$ cat config.mk
export PLATFORM = sky130hd
export DESIGN_NAME = fir_stream_arbiter
export DESIGN_NICKNAME = d
export VERILOG_FILES = /design/src/rtl/fir_stream_arbiter.sv
export SDC_FILE = /design/constraint.sdc
export NUM_CORES = 1
export LEC_CHECK = 0
export CAP_MARGIN = 5
export CORE_MARGIN = 2
export CORE_UTILIZATION = 28
export CTS_CLUSTER_SIZE = 12
export DETAILED_ROUTE_END_ITERATION = 12
export PLACE_DENSITY = 0.89
export RECOVER_POWER = 25
export SKIP_LAST_GASP = 1
export SYNTH_ARGS = -nofsm -noshare
export SYNTH_HDL_FRONTEND = slang
export SYNTH_SLANG_ARGS = --single-unit
export TNS_END_PERCENT = 50
$ cat constraint.sdc
create_clock -name clk -period 3.3 [get_ports clk]
set_clock_uncertainty 0.1 [all_clocks]
set_input_delay 0.66 -clock clk [delete_from_list [all_inputs] [get_ports clk]]
set_output_delay 0.66 -clock clk [all_outputs]
set_load 0.02 [all_outputs]
$ cat src/rtl/fir_stream_arbiter.sv
// Frame-level round-robin arbiter in front of the 9-tap FIR: reprograms the FIR
// coefficients over APB when needed. FIR_ARB_FLUSH_EN adds zero-beat tail flushing.
module fir_stream_arbiter (
  input  logic        clk,
  input  logic        rst,
  input  logic [7:0]  s0_tdata,
  input  logic        s0_tvalid,
  input  logic        s0_tlast,
  output logic        s0_tready,
  input  logic [7:0]  s1_tdata,
  input  logic        s1_tvalid,
  input  logic        s1_tlast,
  output logic        s1_tready,
  input  logic [31:0] ch0_coef_lo,
  input  logic [7:0]  ch0_coef_hi,
  input  logic [31:0] ch1_coef_lo,
  input  logic [7:0]  ch1_coef_hi,
  input  logic        cfg_reload,
  output logic [7:0]  m_tdata,
  output logic        m_tvalid,
  output logic        m_tlast,
  input  logic        m_tready,
  output logic [3:0]  apb_paddr,
  output logic        apb_psel,
  output logic        apb_penable,
  output logic        apb_pwrite,
  output logic [31:0] apb_pwdata,
  input  logic        apb_pready,
  output logic        grant_ch,
  output logic        busy,
  output logic [2:0]  o_dbg_state
);

  localparam logic [3:0] COEF_LO_ADDR = 4'h8;
  localparam logic [3:0] COEF_HI_ADDR = 4'hC;

  typedef enum logic [2:0] {
    S_IDLE          = 3'd0,
    S_CFG_LO_SETUP  = 3'd1,
    S_CFG_LO_ACCESS = 3'd2,
    S_CFG_HI_SETUP  = 3'd3,
    S_CFG_HI_ACCESS = 3'd4,
`ifdef FIR_ARB_FLUSH_EN
    S_STREAM        = 3'd5,
    S_FLUSH         = 3'd6
`else
    S_STREAM        = 3'd5
`endif
  } state_t;

  state_t r_state;
  state_t w_state_nxt;

  logic r_grant;
  logic r_last_grant;
  logic r_loaded_ch;
  logic r_loaded_valid;
  logic r_dirty;

  logic        w_any_valid;
  logic        w_pick;
  logic        w_need_reload;
  logic [7:0]  w_sel_data;
  logic        w_sel_valid;
  logic        w_sel_last;
  logic [31:0] w_coef_lo;
  logic [7:0]  w_coef_hi;
  logic        w_cfg_done;

  // Handshake: a beat moves on a cycle where valid and ready are both high;
  // valid never waits on ready, and the stream path is purely combinational.
  assign w_any_valid = s0_tvalid | s1_tvalid;
  // Both requesting: the channel that did not win last time goes next.
  assign w_pick      = (s0_tvalid & s1_tvalid) ? ~r_last_grant : s1_tvalid;
  assign w_need_reload = ~r_loaded_valid | (r_loaded_ch != w_pick) | r_dirty;

  assign w_sel_data  = r_grant ? s1_tdata  : s0_tdata;
  assign w_sel_valid = r_grant ? s1_tvalid : s0_tvalid;
  assign w_sel_last  = r_grant ? s1_tlast  : s0_tlast;
  assign w_coef_lo   = r_grant ? ch1_coef_lo : ch0_coef_lo;
  assign w_coef_hi   = r_grant ? ch1_coef_hi : ch0_coef_hi;
  assign w_cfg_done  = (r_state == S_CFG_HI_ACCESS) && apb_pready;

  assign grant_ch    = r_grant;
  assign busy        = (r_state != S_IDLE);
  assign o_dbg_state = r_state;

`ifdef FIR_ARB_FLUSH_EN
  localparam int FLUSH_BEATS = 8;
  localparam int FCW = $clog2(FLUSH_BEATS + 1);
  logic [FCW-1:0] r_flush_cnt;
  logic           w_flush_last;

  assign w_flush_last = m_tready && (r_flush_cnt == FCW'(FLUSH_BEATS - 1));

  always_ff @(posedge clk or posedge rst) begin
    if (rst) begin
      r_flush_cnt <= '0;
    end else if (r_state != S_FLUSH) begin
      r_flush_cnt <= '0;
    end else if (m_tready) begin
      r_flush_cnt <= r_flush_cnt + 1'b1;
    end
  end
`endif

  always_ff @(posedge clk or posedge rst) begin
    if (rst) begin
      r_state <= S_IDLE;
    end else begin
      r_state <= w_state_nxt;
    end
  end

  always_ff @(posedge clk or posedge rst) begin
    if (rst) begin
      r_grant        <= 1'b0;
      r_last_grant   <= 1'b1;
      r_loaded_ch    <= 1'b0;
      r_loaded_valid <= 1'b0;
      r_dirty        <= 1'b0;
    end else begin
      if (r_state == S_IDLE && w_any_valid) begin
        r_grant      <= w_pick;
        r_last_grant <= w_pick;
      end
      if (w_cfg_done) begin
        r_loaded_ch    <= r_grant;
        r_loaded_valid <= 1'b1;
      end
      // A reload request arriving on the completing cycle must survive.
      if (cfg_reload) begin
        r_dirty <= 1'b1;
      end else if (w_cfg_done) begin
        r_dirty <= 1'b0;
      end
    end
  end

  always_comb begin
    w_state_nxt = r_state;
    m_tdata     = 8'h00;
    m_tvalid    = 1'b0;
    m_tlast     = 1'b0;
    s0_tready   = 1'b0;
    s1_tready   = 1'b0;
    apb_paddr   = 4'h0;
    apb_psel    = 1'b0;
    apb_penable = 1'b0;
    apb_pwrite  = 1'b0;
    apb_pwdata  = 32'h0;
    case (r_state)
      S_IDLE: begin
        if (w_any_valid) begin
          w_state_nxt = w_need_reload ? S_CFG_LO_SETUP : S_STREAM;
        end
      end
      S_CFG_LO_SETUP, S_CFG_LO_ACCESS: begin
        apb_psel    = 1'b1;
        apb_pwrite  = 1'b1;
        apb_paddr   = COEF_LO_ADDR;
        apb_pwdata  = w_coef_lo;
        apb_penable = (r_state == S_CFG_LO_ACCESS);
        if (r_state == S_CFG_LO_SETUP) begin
          w_state_nxt = S_CFG_LO_ACCESS;
        end else if (apb_pready) begin
          w_state_nxt = S_CFG_HI_SETUP;
        end
      end
      S_CFG_HI_SETUP, S_CFG_HI_ACCESS: begin
        apb_psel    = 1'b1;
        apb_pwrite  = 1'b1;
        apb_paddr   = COEF_HI_ADDR;
        apb_pwdata  = {24'h0, w_coef_hi};
        apb_penable = (r_state == S_CFG_HI_ACCESS);
        if (r_state == S_CFG_HI_SETUP) begin
          w_state_nxt = S_CFG_HI_ACCESS;
        end else if (apb_pready) begin
          w_state_nxt = S_STREAM;
        end
      end
      S_STREAM: begin
        m_tdata   = w_sel_data;
        m_tvalid  = w_sel_valid;
        m_tlast   = w_sel_last;
        s0_tready = ~r_grant & m_tready;
        s1_tready = r_grant & m_tready;
        if (w_sel_valid && m_tready && w_sel_last) begin
`ifdef FIR_ARB_FLUSH_EN
          w_state_nxt = S_FLUSH;
`else
          w_state_nxt = S_IDLE;
`endif
        end
      end
`ifdef FIR_ARB_FLUSH_EN
      // Zero beats drain the FIR delay line so the next frame starts clean.
      S_FLUSH: begin
        m_tvalid = 1'b1;
        if (w_flush_last) begin
          w_state_nxt = S_IDLE;
        end
      end
`endif
      default: w_state_nxt = S_IDLE;
    endcase
  end

endmodule

==> results of run 1 <==
registers in the layout (all words and copies together) (netlist names):
name and cells:
r_loaded_valid 1, grant_ch 1, r_loaded_ch 1, r_last_grant 1
o_dbg_state 3, r_dirty 1
per-stage QoR:
step | util, % | total power [mW] | hold slack (ns)
global route | 66.6 | 2.57 | 0.394
finish | 66.6 | 2.40 | 0.365
detailed placement | 65.7 | 2.31 | 0.355
CTS | 66.8 | 2.44 | 0.369
global placement | 65.7 | 2.29 | 0.351
floorplan | - | 1.43 | 0.335
how the worst min path moves through the flow:
stage,slack [ns],cells past startpoint,to
2_1_floorplan,0.34,1,r_loaded_valid
3_3_place_gp,0.35,1,r_dirty
3_5_place_dp,0.36,1,r_loaded_valid
4_1_cts,0.37,1,r_loaded_valid
5_1_grt,0.39,1,r_loaded_valid
6_report,0.36,1,r_loaded_valid
cell usage after synthesis (all sizes together), types with 2 or more instances:
library cell	number
buf	16
xnor2	2
nand2	6
mux2i	50
a21oi	2
nand2b	2
nand4b	2
inv	5
dfrtp	7
nor2	39
o22ai	8
nand3	2
layer usage:
metal | GRT usage (%) | vias to the layer above | part of all wire, %
met1 | 24.9 | 743 | 41
met5 | 0 | - | 0
met2 | 35.9 | 96 | 48
met4 | 4.27 | 0 | 1.7
li1 | - | 848 | -
met3 | 4.91 | 8 | 9.4
critical path: cells and delay by family, from the launching register on:
kind | cells | cell delay [ns]
buffers and inverters | 2 | 1.07
AOI/OAI and AO/OA | 1 | 0.18
xor gates and xnor gates | 1 | 0.19
and+or+nand+nor | 1 | 0.09
DFF | 1 | 0.44
cell families (layout without fill, tap and decap cells):
logic type,after synthesis,in the layout,synth area share (%)
AOI/OAI and AO/OA,17,17,9.30
and+or+nand+nor,56,56,20.0
buffers and inverters,22,172,10.0
DFF,8,8,16.4
muxes,51,51,41.8
other,1,2,0.306
xor gates and xnor gates,3,3,2.15
cell type report:
| type | instances | area (sq um) |
|---|---|---|
| timing repair buffer | 163 | 1630 |
| tap | 52 | 65.1 |
| clock buffer | 4 | 45.0 |
| multi-input combinational | 129 | 900 |
| sequential | 8 | 203 |
| inverter | 5 | 18.8 |
| fill | 362 | 1440 |
power breakdown:
part           total (mW)  leakage, nW  internal [mW]  switching [mW]
sequential          0.241       0.0893          0.145          0.0960
combinational        2.04         1.05           1.01            1.03
clock               0.120       0.0228         0.0835          0.0365
total                2.40         1.16           1.24            1.16
==> impl_metrics.csv, run 1 <==
group,metric,value,unit
setup_path,path_max_fanout,14,
clocking,cts-root-buf,"clkbuf_8",
routing,wl,5060,um
floorplanning,io_pins,161,
setup_path,slowest_stage,"clkdlybuf4s50_1",
cells_and_area,final_layout_size_suffix_gt1_share,3.88,%
run,cap_violations,0,
timing,relSlewSlack,49.6,%
clocking,clk_path_buf_depth,2,
yosys,synth_seq_cells,8,
yosys,yosys_warnings,0,
pwr,cellLeakagePower,1.16,nW
cells_and_area,final_cell_mix,"clkdlybuf4s50_1 (154), mux2i_1 (50), nor2_1 (39)",
setup_path,criticalPathCategory,"register to primary output",
timing,post-route-period-util,89.5,%
setup_path,startpoint,"o_dbg_state[1]",
cells_and_area,layout_commonest_cell,"clkdlybuf4s50_1",
min_path,worstHoldPathType,"register to register",
setup_path,rr_worst_depth,5,
yosys,synth_top_area_share,40.9,%
timing,drv_slew,0,
clocking,cts_setup_buffers,0,
routing,drc,0,
clocking,holdBufCountCts,0,
pwr,ir_worst_vdd,0.444,mV
global_routing,grt_usage,20.3,%
setup_path,r2r_slack,1.51,ns
timing,final-hold-violation-count,0,
timing,period_needed,2.95,ns
floorplanning,core,4290,sq um
timing,tightest_slew,0.750,ns
yosys,synth_cell_types,32,
placed_design,dp_cells,357,
global_routing,grt_overflow,0,
yosys,async_flop_share,100,%
yosys,synthCells,158,
routing,via_per_inst,4.70,
clocking,numClockSinks,8,
setup_path,critPathLaunchType,"register",
floorplanning,start_util,28.5,%
routing,wire_per_inst,14.0,um
floorplanning,row_count,24,
routing,detail-route-antenna-nets,0,
status,outcome,"finished clean",
cells_and_area,area_growth,133,%
pwr,pwr_density_cell,840,nW/um^2
setup_path,slowest_delay,0.57,ns
routing,drtPass1Iterations,4,
setup_path,path_cells,"xor2_1, nand2b_1, clkbuf_1, o22ai_1, clkdlybuf4s50_1",
timing,max_freq,339,MHz
setup_path,cp_data_required_time,2.54,ns
cells_and_area,antennaDiodeCount,0,
clocking,htreeDepth,1,
clocking,cts_tree,"built",
clocking,cts_resized,0,
clocking,clock_latency,0.22,ns
routing,vias,1695,
timing,fin_tns_setup,0,ns
floorplanning,design.die.area,4920,sq um
placed_design,place_area,2820,sq um
yosys,netlist.top_cell.by_area,"mux2i_1",
routing,first_iter_violations,37,
yosys,synth_area_per_cell,7.75,sq um
clocking,cts_buffers,3,
setup_path,crit_path_end,"apb_pwdata[4]",
placed_design,gp_congestion,0.775,
timing,fin_ws,0.346,ns
floorplanning,die_y,70.1,um
setup_path,r2r_end,"o_dbg_state[2]",
cells_and_area,fin_area,2860,sq um
cells_and_area,instances_no_fill,361,
placed_design,dp_slack,0.540,ns
yosys,yosys-top-cells-area,"mux2i_1 (41%), dfrtp_1 (14%), nor2_1 (12%)",
timing,rsz0062_at_grt,"no",
clocking,clk_pin_slew,0.04,ns
yosys,ys.flop_type,"dfrtp_1",
setup_path,timing.rr.start,"o_dbg_state[2]",
placed_design,hpwl,4180,um
timing,setup-violations-final,0,
floorplanning,die_w,70.1,um
yosys,synth-seq-area-share,16.4,%
setup_path,end_kind,"primary output",
global_routing,grt_antenna_before_repair,0,
cells_and_area,nets,415,
setup_path,cp.arrival,2.19,ns
global_routing,grt_pass1_wl,8220,um
min_path,worstHoldStart,"r_loaded_valid",
yosys,syn_area,1220,sq um
placed_design,portBuffers,158,
global_routing,grt_pass1_vias,1633,
yosys,synth_edf_count,0,
global_routing,grt_max_degree,25,
Note: power is estimated with default switching activity, not from simulation.
==> inputs of run 2 (changes only) <==
--- a/config.mk
+++ b/config.mk
@@ -10,6 +10,7 @@
 export CORE_UTILIZATION = 28
 export CTS_CLUSTER_SIZE = 12
 export DETAILED_ROUTE_END_ITERATION = 12
+export GPL_TIMING_DRIVEN = 0
 export PLACE_DENSITY = 0.89
 export RECOVER_POWER = 25
 export SKIP_LAST_GASP = 1
==> run 2 against run 1 <==
  * Die area unchanged
  * Utilization increased by 1.1 points
  * Critical path depth increased by 2
  * Total power increased by 2.4%
  * Clock power about the same
  * Routed wire length increased by 6.2%
  * Worst setup slack got worse by 0.061 ns
  * Clock-buffer cell count unchanged
  * Worst hold slack improved by 0.0020 ns
  * Sequential share of layout area decreased by 0.16 points
  * Fmax decreased by 2.0%
  * Register-to-register slack got worse by 0.07 ns
==> impl_metrics.csv, run 2 (synthesis results as in run 1) <==
group,metric,value,unit
routing,detail-route-antenna-nets,0,
routing,wire_per_inst,14.4,um
placed_design,gp_congestion,0.807,
cells_and_area,antennaDiodeCount,0,
routing,vias,1776,
global_routing,grt_max_degree,11,
min_path,worstHoldPathType,"register to register",
floorplanning,start_util,28.5,%
setup_path,r2r_slack,1.44,ns
timing,drv_slew,0,
run,cap_violations,0,
floorplanning,row_count,24,
cells_and_area,area_growth,137,%
placed_design,dp_cells,369,
global_routing,grt_usage,21.5,%
setup_path,cp_data_required_time,2.54,ns
floorplanning,design.die.area,4920,sq um
floorplanning,die_y,70.1,um
clocking,cts-root-buf,"clkbuf_8",
clocking,htreeDepth,1,
routing,drtPass1Iterations,4,
status,outcome,"finished clean",
global_routing,grt_pass1_vias,1748,
timing,relSlewSlack,52.3,%
setup_path,rr_worst_depth,6,
pwr,p_total,2.46,mW
cells_and_area,nFillCells,372,
clocking,clock_latency,0.23,ns
pwr,pwr_density_cell,845,nW/um^2
routing,via_per_inst,4.76,
global_routing,grt_pass1_wl,8500,um
floorplanning,die_w,70.1,um
clocking,cts_tree,"built",
timing,post-route-period-util,91.4,%
timing,tightest_slew,0.711,ns
timing,whs,0.367,ns
pwr,ir_worst_vdd,0.509,mV
setup_path,r2r_end,"o_dbg_state[2]",
timing,setup-violations-final,0,
floorplanning,io_pins,161,
routing,drc,0,
setup_path,cp.arrival,2.26,ns
cells_and_area,layout_commonest_cell,"clkdlybuf4s50_1",
clocking,clk_pin_slew,0.04,ns
cells_and_area,final_layout_size_suffix_gt1_share,6.85,%
timing,fin_tns_setup,0,ns
clocking,cts_setup_buffers,0,
min_path,whs_path_depth,1,
global_routing,grt_overflow,0,
timing,final-hold-violation-count,0,
timing,max_freq,332,MHz
global_routing,grt_antenna_before_repair,0,
setup_path,timing.rr.start,"o_dbg_state[2]",
clocking,clk_path_buf_depth,2,
clocking,numClockSinks,8,
clocking,holdBufCountCts,0,
cells_and_area,largest_register_ffs,3,
setup_path,criticalPathCategory,"register to primary output",
clocking,cts_buffers,3,
routing,first_iter_violations,38,
routing,wl,5370,um
pwr,cellLeakagePower,1.20,nW
cells_and_area,nets,427,
setup_path,path_max_fanout,10,
clocking,cts_resized,0,
min_path,worstHoldStart,"r_loaded_valid",
placed_design,hpwl,4610,um
cells_and_area,instances_no_fill,373,
setup_path,critPathLaunchType,"register",
cells_and_area,final_cell_mix,"clkdlybuf4s50_1 (154), mux2i_1 (50), nor2_1 (39)",
floorplanning,core,4290,sq um
timing,period_needed,3.02,ns
timing,rsz0062_at_grt,"no",
placed_design,portBuffers,158,
setup_path,end_kind,"primary output",
min_path,hold-path-endpoint,"r_loaded_valid",
[run 2: cell types whose count changed in the layout (fill, tap and decap cells not counted)]
cell,change
dfrtp_1,+1
dfrtp_2,-1
buf_6,+1
buf_2,+11
clkbuf_1,+1
buf_12,-1
[run 2: area by class of cell]
class                      count  area (sq um)  share of cell area [%]
buffer                        17          96.3                    3.31
clock buffer                   4          45.0                    1.55
inverter                       5          18.8                   0.645
multi-input combinational    129           900                    30.9
sequential                     8           201                    6.93
tap                           52          65.1                    2.24
timing repair buffer         158          1580                    54.4
[run 2: stage by stage]
stage / setup WS [ns] / area [sq um] / util [%]
2_1_floorplan: 0.999 / 1230 / -
3_3_place_gp: 0.549 / 2880 / 67.0
3_5_place_dp: 0.524 / 2880 / 67.0
4_1_cts: 0.298 / 2920 / 68.0
5_1_grt: 0.106 / 2910 / 67.7
6_report: 0.285 / 2910 / 67.7
[run 2: critical path, cell delays in order (launching register included)]
cell,delay [ns]
dfrtp_1,0.33
clkbuf_1,0.29
nor2_1,0.08
a21oi_1,0.24
buf_2,0.30
nand2_1,0.11
buf_4,0.14
clkdlybuf4s50_1,0.54
[run 2: power breakdown]
| part | internal, mW | switching (mW) | total, mW | leakage (nW) |
|---|---|---|---|---|
| logic | 1.05 | 1.12 | 2.16 | 1.09 |
| registers | 0.145 | 0.0280 | 0.173 | 0.0905 |
| clock network | 0.0838 | 0.0393 | 0.123 | 0.0228 |
| total | 1.28 | 1.18 | 2.46 | 1.20 |
[run 2: worst max-delay path by stage]
| stage | startpoint | end | slack (ns) |
|---|---|---|---|
| after floorplan | o_dbg_state[0] | apb_pwrite | 1.0 |
| after global placement | s1_tvalid | m_tvalid | 0.55 |
| after detailed placement | ch1_coef_hi[5] | apb_pwdata[5] | 0.52 |
| after CTS | o_dbg_state[0] | apb_pwrite | 0.30 |
| after global routing | o_dbg_state[2] | apb_pwrite | 0.11 |
| final | o_dbg_state[2] | apb_pwrite | 0.28 |
[run 2: routing by layer]
metal  vias up  GRT usage [%]  part of all wire [%]
met5         -              0                     0
met4         0           5.56                   2.0
met3        10           6.06                   9.2
met2       102           40.7                    51
met1       789           23.1                    37
li1        875              -                     -
